[src/rtl/haze_removal_engine_if.sv]
// AXI4-Stream pixel link used on both sides of haze_removal_engine.
interface haze_removal_engine_if;
    logic [31:0] tdata;
    logic        tvalid;
    logic        tlast;
    logic        tready;

    modport master (output tdata, output tvalid, output tlast, input tready);
    modport slave  (input tdata, input tvalid, input tlast, output tready);
endinterface

[src/rtl/haze_removal_engine.sv]
// Dark-channel-prior dehazer: pass 1 estimates atmospheric light A, pass 2 outputs recovered J.
// Optional HAZE_DEBUG_T_EN: M_AXIS tdata[31:24] carries the clamped transmission t.
module haze_removal_engine #(
    parameter int unsigned FRAME_PIXELS = 262144,
    parameter int unsigned OMEGA        = 243,
    parameter int unsigned T0           = 26
) (
    input  logic                          ACLK,
    input  logic                          ARESET,
    input  logic                          enable,
    haze_removal_engine_if.slave          S_AXIS,
    haze_removal_engine_if.master         M_AXIS
);

    localparam int unsigned     CNT_W    = (FRAME_PIXELS > 1) ? $clog2(FRAME_PIXELS) : 1;
    localparam logic [CNT_W-1:0] CNT_LAST = CNT_W'(FRAME_PIXELS - 1);
    localparam logic [7:0]      OMEGA_Q  = 8'(OMEGA);
    localparam logic [7:0]      T0_Q     = 8'(T0);

    typedef enum logic {ST_ALE = 1'b0, ST_TE = 1'b1} state_t;

    function automatic logic [7:0] f_min3(input logic [7:0] a, input logic [7:0] b, input logic [7:0] c);
        logic [7:0] m;
        m = (a < b) ? a : b;
        return (m < c) ? m : c;
    endfunction

    // min(255, I*255 / max(A,1))
    function automatic logic [7:0] f_norm(input logic [7:0] i, input logic [7:0] a);
        logic [15:0] num;
        logic [15:0] den;
        logic [15:0] q;
        num = 16'(i) * 16'd255;
        den = (a == 8'd0) ? 16'd1 : 16'(a);
        q   = num / den;
        return (q > 16'd255) ? 8'd255 : q[7:0];
    endfunction

    function automatic logic signed [17:0] f_quo(input logic [7:0] i, input logic [7:0] a, input logic [7:0] t);
        logic signed [17:0] num;
        num = ($signed({10'd0, i}) - $signed({10'd0, a})) * 18'sd256;
        return num / $signed({10'd0, t});
    endfunction

    function automatic logic [7:0] f_recover(input logic [7:0] a, input logic signed [17:0] q);
        logic signed [18:0] s;
        s = $signed({11'd0, a}) + 19'(q);
        if (s < 19'sd0)        return 8'd0;
        else if (s > 19'sd255) return 8'd255;
        else                   return s[7:0];
    endfunction

    state_t             r_state;
    state_t             w_state_nxt;
    logic               w_s_tready;
    logic               w_acc_ale;
    logic               w_acc_te;
    logic               w_acc;
    logic               w_adv;
    logic               w_eof;
    logic [7:0]         w_d_in;

    logic [CNT_W-1:0]   r_cnt;
    logic [7:0]         r_a_r, r_a_g, r_a_b;
    logic [7:0]         r_dmax;
    logic               r_first;

    logic               r_s1_vld, r_s1_last;
    logic [23:0]        r_s1_pix, r_s1_a, r_s1_q;
    logic               r_s2_vld, r_s2_last;
    logic [23:0]        r_s2_pix, r_s2_a;
    logic [7:0]         r_s2_t;
    logic               r_s3_vld, r_s3_last;
    logic [23:0]        r_s3_a;
    logic signed [17:0] r_s3_qr, r_s3_qg, r_s3_qb;
    logic               r_s4_vld, r_s4_last;
    logic [23:0]        r_s4_j;
`ifdef HAZE_DEBUG_T_EN
    logic [7:0]         r_s3_t, r_s4_t;
`endif
    logic               r_m_vld, r_m_last;
    logic [31:0]        r_m_data;

    logic [7:0]         w_dn;
    logic [15:0]        w_prod;
    logic [7:0]         w_traw;
    logic [7:0]         w_t;
    logic               w_unused_hi;

    assign w_adv  = !r_m_vld || M_AXIS.tready;
    assign w_eof  = (r_cnt == CNT_LAST) || S_AXIS.tlast;
    assign w_acc  = w_acc_ale || w_acc_te;
    assign w_d_in = f_min3(S_AXIS.tdata[23:16], S_AXIS.tdata[15:8], S_AXIS.tdata[7:0]);
    assign w_unused_hi = &{1'b0, S_AXIS.tdata[31:24]};

    // Transmission from the normalized dark channel
    assign w_dn   = f_min3(r_s1_q[23:16], r_s1_q[15:8], r_s1_q[7:0]);
    assign w_prod = 16'(OMEGA_Q) * 16'(w_dn);
    assign w_traw = 8'd255 - w_prod[15:8];
    assign w_t    = (w_traw < T0_Q) ? T0_Q : w_traw;

    always_ff @(posedge ACLK) begin
        if (ARESET)      r_state <= ST_ALE;
        else if (enable) r_state <= w_state_nxt;
    end

    always_comb begin
        w_state_nxt = r_state;
        case (r_state)
            ST_ALE:  if (w_acc && w_eof) w_state_nxt = ST_TE;
            ST_TE:   if (w_acc && w_eof) w_state_nxt = ST_ALE;
            default: w_state_nxt = ST_ALE;
        endcase
    end

    always_comb begin
        w_s_tready = 1'b0;
        w_acc_ale  = 1'b0;
        w_acc_te   = 1'b0;
        case (r_state)
            ST_ALE: begin
                w_s_tready = enable;
                w_acc_ale  = S_AXIS.tvalid && enable;
            end
            ST_TE: begin
                w_s_tready = enable && w_adv;
                w_acc_te   = S_AXIS.tvalid && enable && w_adv;
            end
            default: ;
        endcase
    end

    // Pixel counter and atmospheric-light estimate
    always_ff @(posedge ACLK) begin
        if (ARESET) begin
            r_cnt   <= '0;
            r_a_r   <= 8'd255;
            r_a_g   <= 8'd255;
            r_a_b   <= 8'd255;
            r_dmax  <= 8'd0;
            r_first <= 1'b1;
        end else if (w_acc) begin
            r_cnt <= w_eof ? '0 : r_cnt + CNT_W'(1);
            if (w_acc_ale) begin
                r_first <= 1'b0;
                if (r_first || (w_d_in > r_dmax)) begin
                    r_a_r  <= S_AXIS.tdata[23:16];
                    r_a_g  <= S_AXIS.tdata[15:8];
                    r_a_b  <= S_AXIS.tdata[7:0];
                    r_dmax <= w_d_in;
                end
            end
            if (w_acc_te && w_eof) begin
                r_first <= 1'b1;
                r_dmax  <= 8'd0;
            end
        end
    end

    // A travels with each pixel so draining pass-2 pixels are immune to the next pass-1 update
    always_ff @(posedge ACLK) begin
        if (ARESET) begin
            r_s1_vld <= 1'b0;
            r_s2_vld <= 1'b0;
            r_s3_vld <= 1'b0;
            r_s4_vld <= 1'b0;
            r_m_vld  <= 1'b0;
            r_m_last <= 1'b0;
            r_m_data <= 32'd0;
        end else if (enable && w_adv) begin
            r_s1_vld  <= w_acc_te;
            r_s1_last <= w_acc_te && w_eof;
            r_s1_pix  <= S_AXIS.tdata[23:0];
            r_s1_a    <= {r_a_r, r_a_g, r_a_b};
            r_s1_q    <= {f_norm(S_AXIS.tdata[23:16], r_a_r),
                          f_norm(S_AXIS.tdata[15:8],  r_a_g),
                          f_norm(S_AXIS.tdata[7:0],   r_a_b)};

            r_s2_vld  <= r_s1_vld;
            r_s2_last <= r_s1_last;
            r_s2_pix  <= r_s1_pix;
            r_s2_a    <= r_s1_a;
            r_s2_t    <= w_t;

            r_s3_vld  <= r_s2_vld;
            r_s3_last <= r_s2_last;
            r_s3_a    <= r_s2_a;
            r_s3_qr   <= f_quo(r_s2_pix[23:16], r_s2_a[23:16], r_s2_t);
            r_s3_qg   <= f_quo(r_s2_pix[15:8],  r_s2_a[15:8],  r_s2_t);
            r_s3_qb   <= f_quo(r_s2_pix[7:0],   r_s2_a[7:0],   r_s2_t);

            r_s4_vld  <= r_s3_vld;
            r_s4_last <= r_s3_last;
            r_s4_j    <= {f_recover(r_s3_a[23:16], r_s3_qr),
                          f_recover(r_s3_a[15:8],  r_s3_qg),
                          f_recover(r_s3_a[7:0],   r_s3_qb)};
`ifdef HAZE_DEBUG_T_EN
            r_s3_t    <= r_s2_t;
            r_s4_t    <= r_s3_t;
`endif

            r_m_vld  <= r_s4_vld;
            r_m_last <= r_s4_vld && r_s4_last;
            if (r_s4_vld) begin
`ifdef HAZE_DEBUG_T_EN
                r_m_data <= {r_s4_t, r_s4_j};
`else
                r_m_data <= {8'd0, r_s4_j};
`endif
            end
        end
    end

    assign S_AXIS.tready = w_s_tready;
    assign M_AXIS.tdata  = r_m_data;
    assign M_AXIS.tvalid = r_m_vld;
    assign M_AXIS.tlast  = r_m_last;

endmodule

[src/flat_wrapper.sv]
// flat-port wrapper written by rule: the top's interface ports become plain ports
module haze_removal_engine_flat 
#(
    parameter int unsigned FRAME_PIXELS = 262144,
    parameter int unsigned OMEGA        = 243,
    parameter int unsigned T0           = 26
)
  (ACLK, ARESET, enable, S_AXIS_tdata, S_AXIS_tvalid, S_AXIS_tlast, S_AXIS_tready, M_AXIS_tdata, M_AXIS_tvalid, M_AXIS_tlast, M_AXIS_tready);
  haze_removal_engine_if S_AXIS_i ();
  haze_removal_engine_if M_AXIS_i ();
  input  logic ACLK;
  input  logic ARESET;
  input  logic enable;
  input wire logic [$bits(S_AXIS_i.tdata)-1:0] S_AXIS_tdata;
  input wire logic [$bits(S_AXIS_i.tvalid)-1:0] S_AXIS_tvalid;
  input wire logic [$bits(S_AXIS_i.tlast)-1:0] S_AXIS_tlast;
  output wire logic [$bits(S_AXIS_i.tready)-1:0] S_AXIS_tready;
  output wire logic [$bits(M_AXIS_i.tdata)-1:0] M_AXIS_tdata;
  output wire logic [$bits(M_AXIS_i.tvalid)-1:0] M_AXIS_tvalid;
  output wire logic [$bits(M_AXIS_i.tlast)-1:0] M_AXIS_tlast;
  input wire logic [$bits(M_AXIS_i.tready)-1:0] M_AXIS_tready;
  assign S_AXIS_i.tdata = S_AXIS_tdata;
  assign S_AXIS_i.tvalid = S_AXIS_tvalid;
  assign S_AXIS_i.tlast = S_AXIS_tlast;
  assign S_AXIS_tready = S_AXIS_i.tready;
  assign M_AXIS_tdata = M_AXIS_i.tdata;
  assign M_AXIS_tvalid = M_AXIS_i.tvalid;
  assign M_AXIS_tlast = M_AXIS_i.tlast;
  assign M_AXIS_i.tready = M_AXIS_tready;
  haze_removal_engine #(.FRAME_PIXELS(FRAME_PIXELS), .OMEGA(OMEGA), .T0(T0)) u_core (.ACLK(ACLK), .ARESET(ARESET), .enable(enable), .S_AXIS(S_AXIS_i), .M_AXIS(M_AXIS_i));
endmodule
[config.mk]
export PLATFORM = sky130hd
export DESIGN_NAME = haze_removal_engine_flat
export DESIGN_NICKNAME = d
export VERILOG_FILES = /design/src/rtl/haze_removal_engine_if.sv /design/src/rtl/haze_removal_engine.sv /design/src/flat_wrapper.sv
export SDC_FILE = /design/constraint.sdc
export NUM_CORES = 2
export LEC_CHECK = 0
export CORE_MARGIN = 5
export CORE_UTILIZATION = 35
export DETAILED_ROUTE_END_ITERATION = 10
export GPL_ROUTABILITY_DRIVEN = 0
export PLACE_DENSITY = 0.61
export SKIP_CTS_REPAIR_TIMING = 1
export SYNTH_ARGS = -nofsm -noshare
export SYNTH_HDL_FRONTEND = slang
export SYNTH_SLANG_ARGS = --single-unit
[constraint.sdc]
create_clock -name ACLK -period 123.3 [get_ports ACLK]
set_clock_uncertainty 0.1 [all_clocks]
set_input_delay 18.495 -clock ACLK [delete_from_list [all_inputs] [get_ports ACLK]]
set_output_delay 18.495 -clock ACLK [all_outputs]
set_load 0.1 [all_outputs]
-- Yosys cells after proc, flatten, opt, wreduce, memory -nomap -nowiden
Cells that the tools add are included.
- register bits after elaboration: 316
- input bits: 38
- output and inout port bits: 35
- add/sub/neg operators: 8
- $mul: 4
- divide/modulo/power cells: 6
- $lt $le $gt $ge: 15
- equality and inequality tests: 1
- multiplexer cells: 22
- bitwise logic cells: 2
- reductions and logical operators: 21
- operator list (kind ; count):
    $mux 8 ; 13
    $add 9x18->19 ; 3
    $gt 19x9->1 const B ; 3
    $lt 19x1->1 const B ; 3
    $div 18x9->18 ; 3
    $div 16x16->16 ; 3
    $gt 16x8->1 const B ; 3
    $mul 8x8->16 const B ; 3
    $lt 8x8->1 ; 4
    $sub 8x8->9 ; 3
    $logic_not 8->1 ; 3
    $add 18x1->18 const B ; 1
    $eq 18x18->1 const B ; 1
    $mux 18 ; 1
    $mul 8x8->16 const A ; 1
    $gt 8x8->1 ; 1
    $lt 8x5->1 const B ; 1
    $sub 8x8->8 const A ; 1
    $logic_and 1x1->1 ; 6
    $mux 1 ; 6
    $reduce_and 2->1 ; 3
    $reduce_and 3->1 ; 2
    $logic_or 1x1->1 ; 4
    $pmux 1 s2 ; 2
    3 further kinds ; 5

-- Depth between registers and ports, before layout
- word-level depth: 9
- depth in mapped cells: 203

-- Least setup slack after synthesis
Ideal clock, no wire load.
- path kind: input to register
- start point: in S_AXIS_tdata[1]
- end point: reg u_core.r_s1_q[0] (data pin)
- setup time: 0.280 ns
- arrival time: 54.894 ns
- data required time: 122.920 ns
- setup slack: 68.026 ns
- stages: 184
- buffers on the path: 11
- path through: fa_1 fa_1 inv_1 fa_1 fa_1 inv_1 ha_1 a21oi_1 o21bai_1 a21oi_1 o21bai_1 a21oi_1 o21bai_1 a21oi_1 o21bai_1 a21oi_1 xnor2_1 inv_1 (+148 left out) nand4_1 nor3_1 clkbuf_1 nand2_1 o21ai_0 ha_1 a21oi_1 nor2b_1 o21ai_0 nand2b_1 a21oi_1 nor2b_1 o21ai_0 nand2b_1 a21oi_1 nand3_1 a21oi_1 o2111ai_1
- word-level cells in the longest chain between the ends: 3
- ends and longest elaborated chain (element ; line ; source):
    start: declaration ; flat_wrapper.sv:14 ; input wire logic [$bits(S_AXIS_i.tdata)-1:0] S_AXIS_tdata;
    $mul 8x8->16 (*) ; haze_removal_engine.sv:33 ; num = 16'(i) * 16'd255;
    $div 16x16->16 (*) ; haze_removal_engine.sv:35 ; q = num / den;
    $gt 16x8->1 ; haze_removal_engine.sv:36 ; return (q > 16'd255) ? 8'd255 : q[7:0];
    end signal: assignment ; haze_removal_engine.sv:175 ; r_s1_q <= {f_norm(S_AXIS.tdata[23:16], r_a_r),
    end: declaration ; haze_removal_engine.sv:69 ; logic [23:0] r_s1_pix, r_s1_a, r_s1_q;
Every way passes the cells marked *; elsewhere a longest branch is shown, timed or not.
A chain may end at the register's enable or synchronous reset.

-- Final worst setup path
- start point: in S_AXIS_tdata[19]
- end point: reg u_core.r_s1_q[16] (data pin)
Same word-level chain as after synthesis.

==> reports/metrics.csv <==
metric,value,unit
synth_seq_cells,316,
max-slew-margin-rel,0.147,
required,123.49,ns
rows,146,
hpwlAfterDp,118,mm
setup_viol,0,
crit_family,compound AO/OA/AOI/OAI gates,
portBuffers,56,
ys.flop_type,edfxtp_1,
htreeDepth,2,
routed_wl,149,mm
critPathLaunchType,primary input,
maxCapViolCount,0,
die_area,0.167,mm^2
final_util,0.379,
outcome,finished clean,
synth-edff-count,234,
n_antenna_cell,0,
syn2layout_area_growth,7.75,%
grtUsageTotal,0.171,
max_stage_delay,0.81,ns
syn_area,0.0557,mm^2
fin_area,0.0600,mm^2
fin_crit_sh,0.481,
final_antenna_net_count,0,
cp_common_cell,o21a_1,
path_buf_inv,12,
crit_slowest_cell,clkdlybuf4s50_1,
io_pins,73,
slew_viol_final,0,
rsz0062_at_grt,no,
dieWidth,409,um
drc_errors,0,
drive_above_1_share,0.0613,
critical_path_arrival,59.51,ns
endpoint_kind,flip-flop,
hold_slack,0.315,ns
dr.pass1.iters,8,
antenna_found_initial,2,
clkTransAtPathRegs,0.06,ns
synth_warnings,0,
ys_seq_area_frac,0.156,
grt_max_degree,180,
worst_skew_pair.late_latency,0.56,ns
grt.overflow.total,0,
hold_viol,0,
synthArstFlopShare,0,
drt_iter0_markers,3205,
vias,50600,
cts_num_sinks,316,
grt_pass1_vias,48300,
nets,7947,
post_drt_wl_per_cell,16.5,um
synth.distinct_cells,128,
vias_per_cell,5.61,
worst-path-max-fanout,18,
grt_pass1_wl,244,mm
hold_class,flip-flop to flip-flop,
die_h,409,um
cts_made_buffers,36,
cts_tree,built,
critPathKind,primary input to flip-flop,
worst_pin_slew,1.27,ns
syn_inst,6905,
clock-root-buffer,clkbuf_16,
clock_path_buffers,3,
avgSynthCellArea,8.07,um^2
max_freq,16.9,MHz
period_minus_slack,59.32,ns
start_util,0.352,
core-area,0.158,mm^2
fin_setup_tns,0,ns
dpl_cell_area,0.0588,mm^2
## layout make-up
cell class / count / area, um^2
multi-input cells: 5974 / 44700
flip-flops and latches: 316 / 8670
well taps: 2072 / 2590
inverters: 470 / 1760
repair buffers: 127 / 1100
clock inverters: 24 / 226
fillers: 15900 / 98400
clock buffers: 41 / 941
## flip-flops by register name, summed over array words and instances (netlist names), 24 cells and up
register / cells
u_core.M_AXIS.tdata: 24
u_core.r_s1_pix: 24
u_core.r_s2_a: 24
u_core.r_s1_a: 24
u_core.r_s3_a: 24
u_core.r_s1_q: 24
u_core.r_s2_pix: 24
u_core.r_s4_j: 24
## layout by cell type (no fill, tap or decap), types with 138 or more instances in the layout
cell,n
o21a_1,409
xnor2_1,233
edfxtp_1,234
nor3_1,350
o21ai_0,355
mux2_2,138
inv_1,458
ha_1,868
a21oi_1,401
nor2_1,556
nand2_1,550
a21o_1,214
## cells by family after synthesis
kind of cell / after synthesis / share of synthesized area
buffers and inverters: 625 / 0.0434
other: 1 / 0.0000673
xor gates and xnor gates: 356 / 0.0565
adders and majority gates: 991 / 0.238
DFF: 316 / 0.156
muxes: 248 / 0.0488
and+or+nand+nor: 2269 / 0.202
AOI/OAI and AO/OA: 2099 / 0.256
## final timing paths
| check | from | slack, ns | endpoint | cells after the start |
|---|---|---|---|---|
| worst min register to register | u_core.r_s1_a[11] | 0.32 | u_core.r_s2_a[11] | 0 |
| worst max register to register | u_core.r_s2_a[12] | 79.66 | u_core.r_s3_qg[13] | 175 |
| worst max-delay path | S_AXIS_tdata[19] | 63.98 | u_core.r_s1_q[16] | 177 |
| worst min-delay path | u_core.r_s1_a[11] | 0.32 | u_core.r_s2_a[11] | 0 |
## synthesized netlist by cell type (18+ instances only)
library cell  count  area share
a211o_1          20      0.0031
a211oi_1         36      0.0049
a21boi_0         20      0.0027
a21o_1          214       0.029
a21oi_1         401       0.036
a22oi_1          20      0.0027
a31oi_1          65      0.0073
a41oi_1          21      0.0033
and2_1           73      0.0082
and3_1           55      0.0062
and4_1           25      0.0039
clkbuf_1        118      0.0080
dfxtp_1          82       0.029
edfxtp_1        234        0.13
fa_1            116       0.042
ha_1            868        0.19
inv_1           466       0.031
mux2_2          138       0.028
mux2i_1         100       0.018
nand2_1         550       0.037
nand2b_1        130       0.015
nand3_1          97      0.0087
nand4_1          76      0.0085
nor2_1          558       0.038
nor2b_1          80      0.0090
nor3_1          350       0.031
nor3b_1          18      0.0024
nor4_1           31      0.0035
o211ai_1         89       0.012
o21a_1          409       0.055
o21ai_0         355       0.032
o21ai_1          36      0.0032
o21bai_1         53      0.0071
o31a_1           21      0.0033
o31ai_1         130       0.018
or2_2            49      0.0055
or3_1            88      0.0099
xnor2_1         233       0.037
xor2_1          120       0.019
## stage by stage
stage | std cells | worst slack (ns)
2_1_floorplan | 6915 | 68.03
3_3_place_gp | 8959 | 64.46
3_5_place_dp | 8959 | 63.62
4_1_cts | 9024 | 64.08
5_1_grt | 9024 | 60.19
6_report | 9024 | 63.98
## metal layers
metal  vias to the layer above  global-route usage  part of all wire
li1                      25700                   -                 -
met1                     23800               0.232              0.48
met2                       909               0.295              0.47
met3                       191              0.0107             0.033
met4                         0              0.0423             0.023
met5                         -                   0                 0
Power is not shown: default switching activity piles up to over one toggle a cycle in this logic, so the estimate is an artifact.
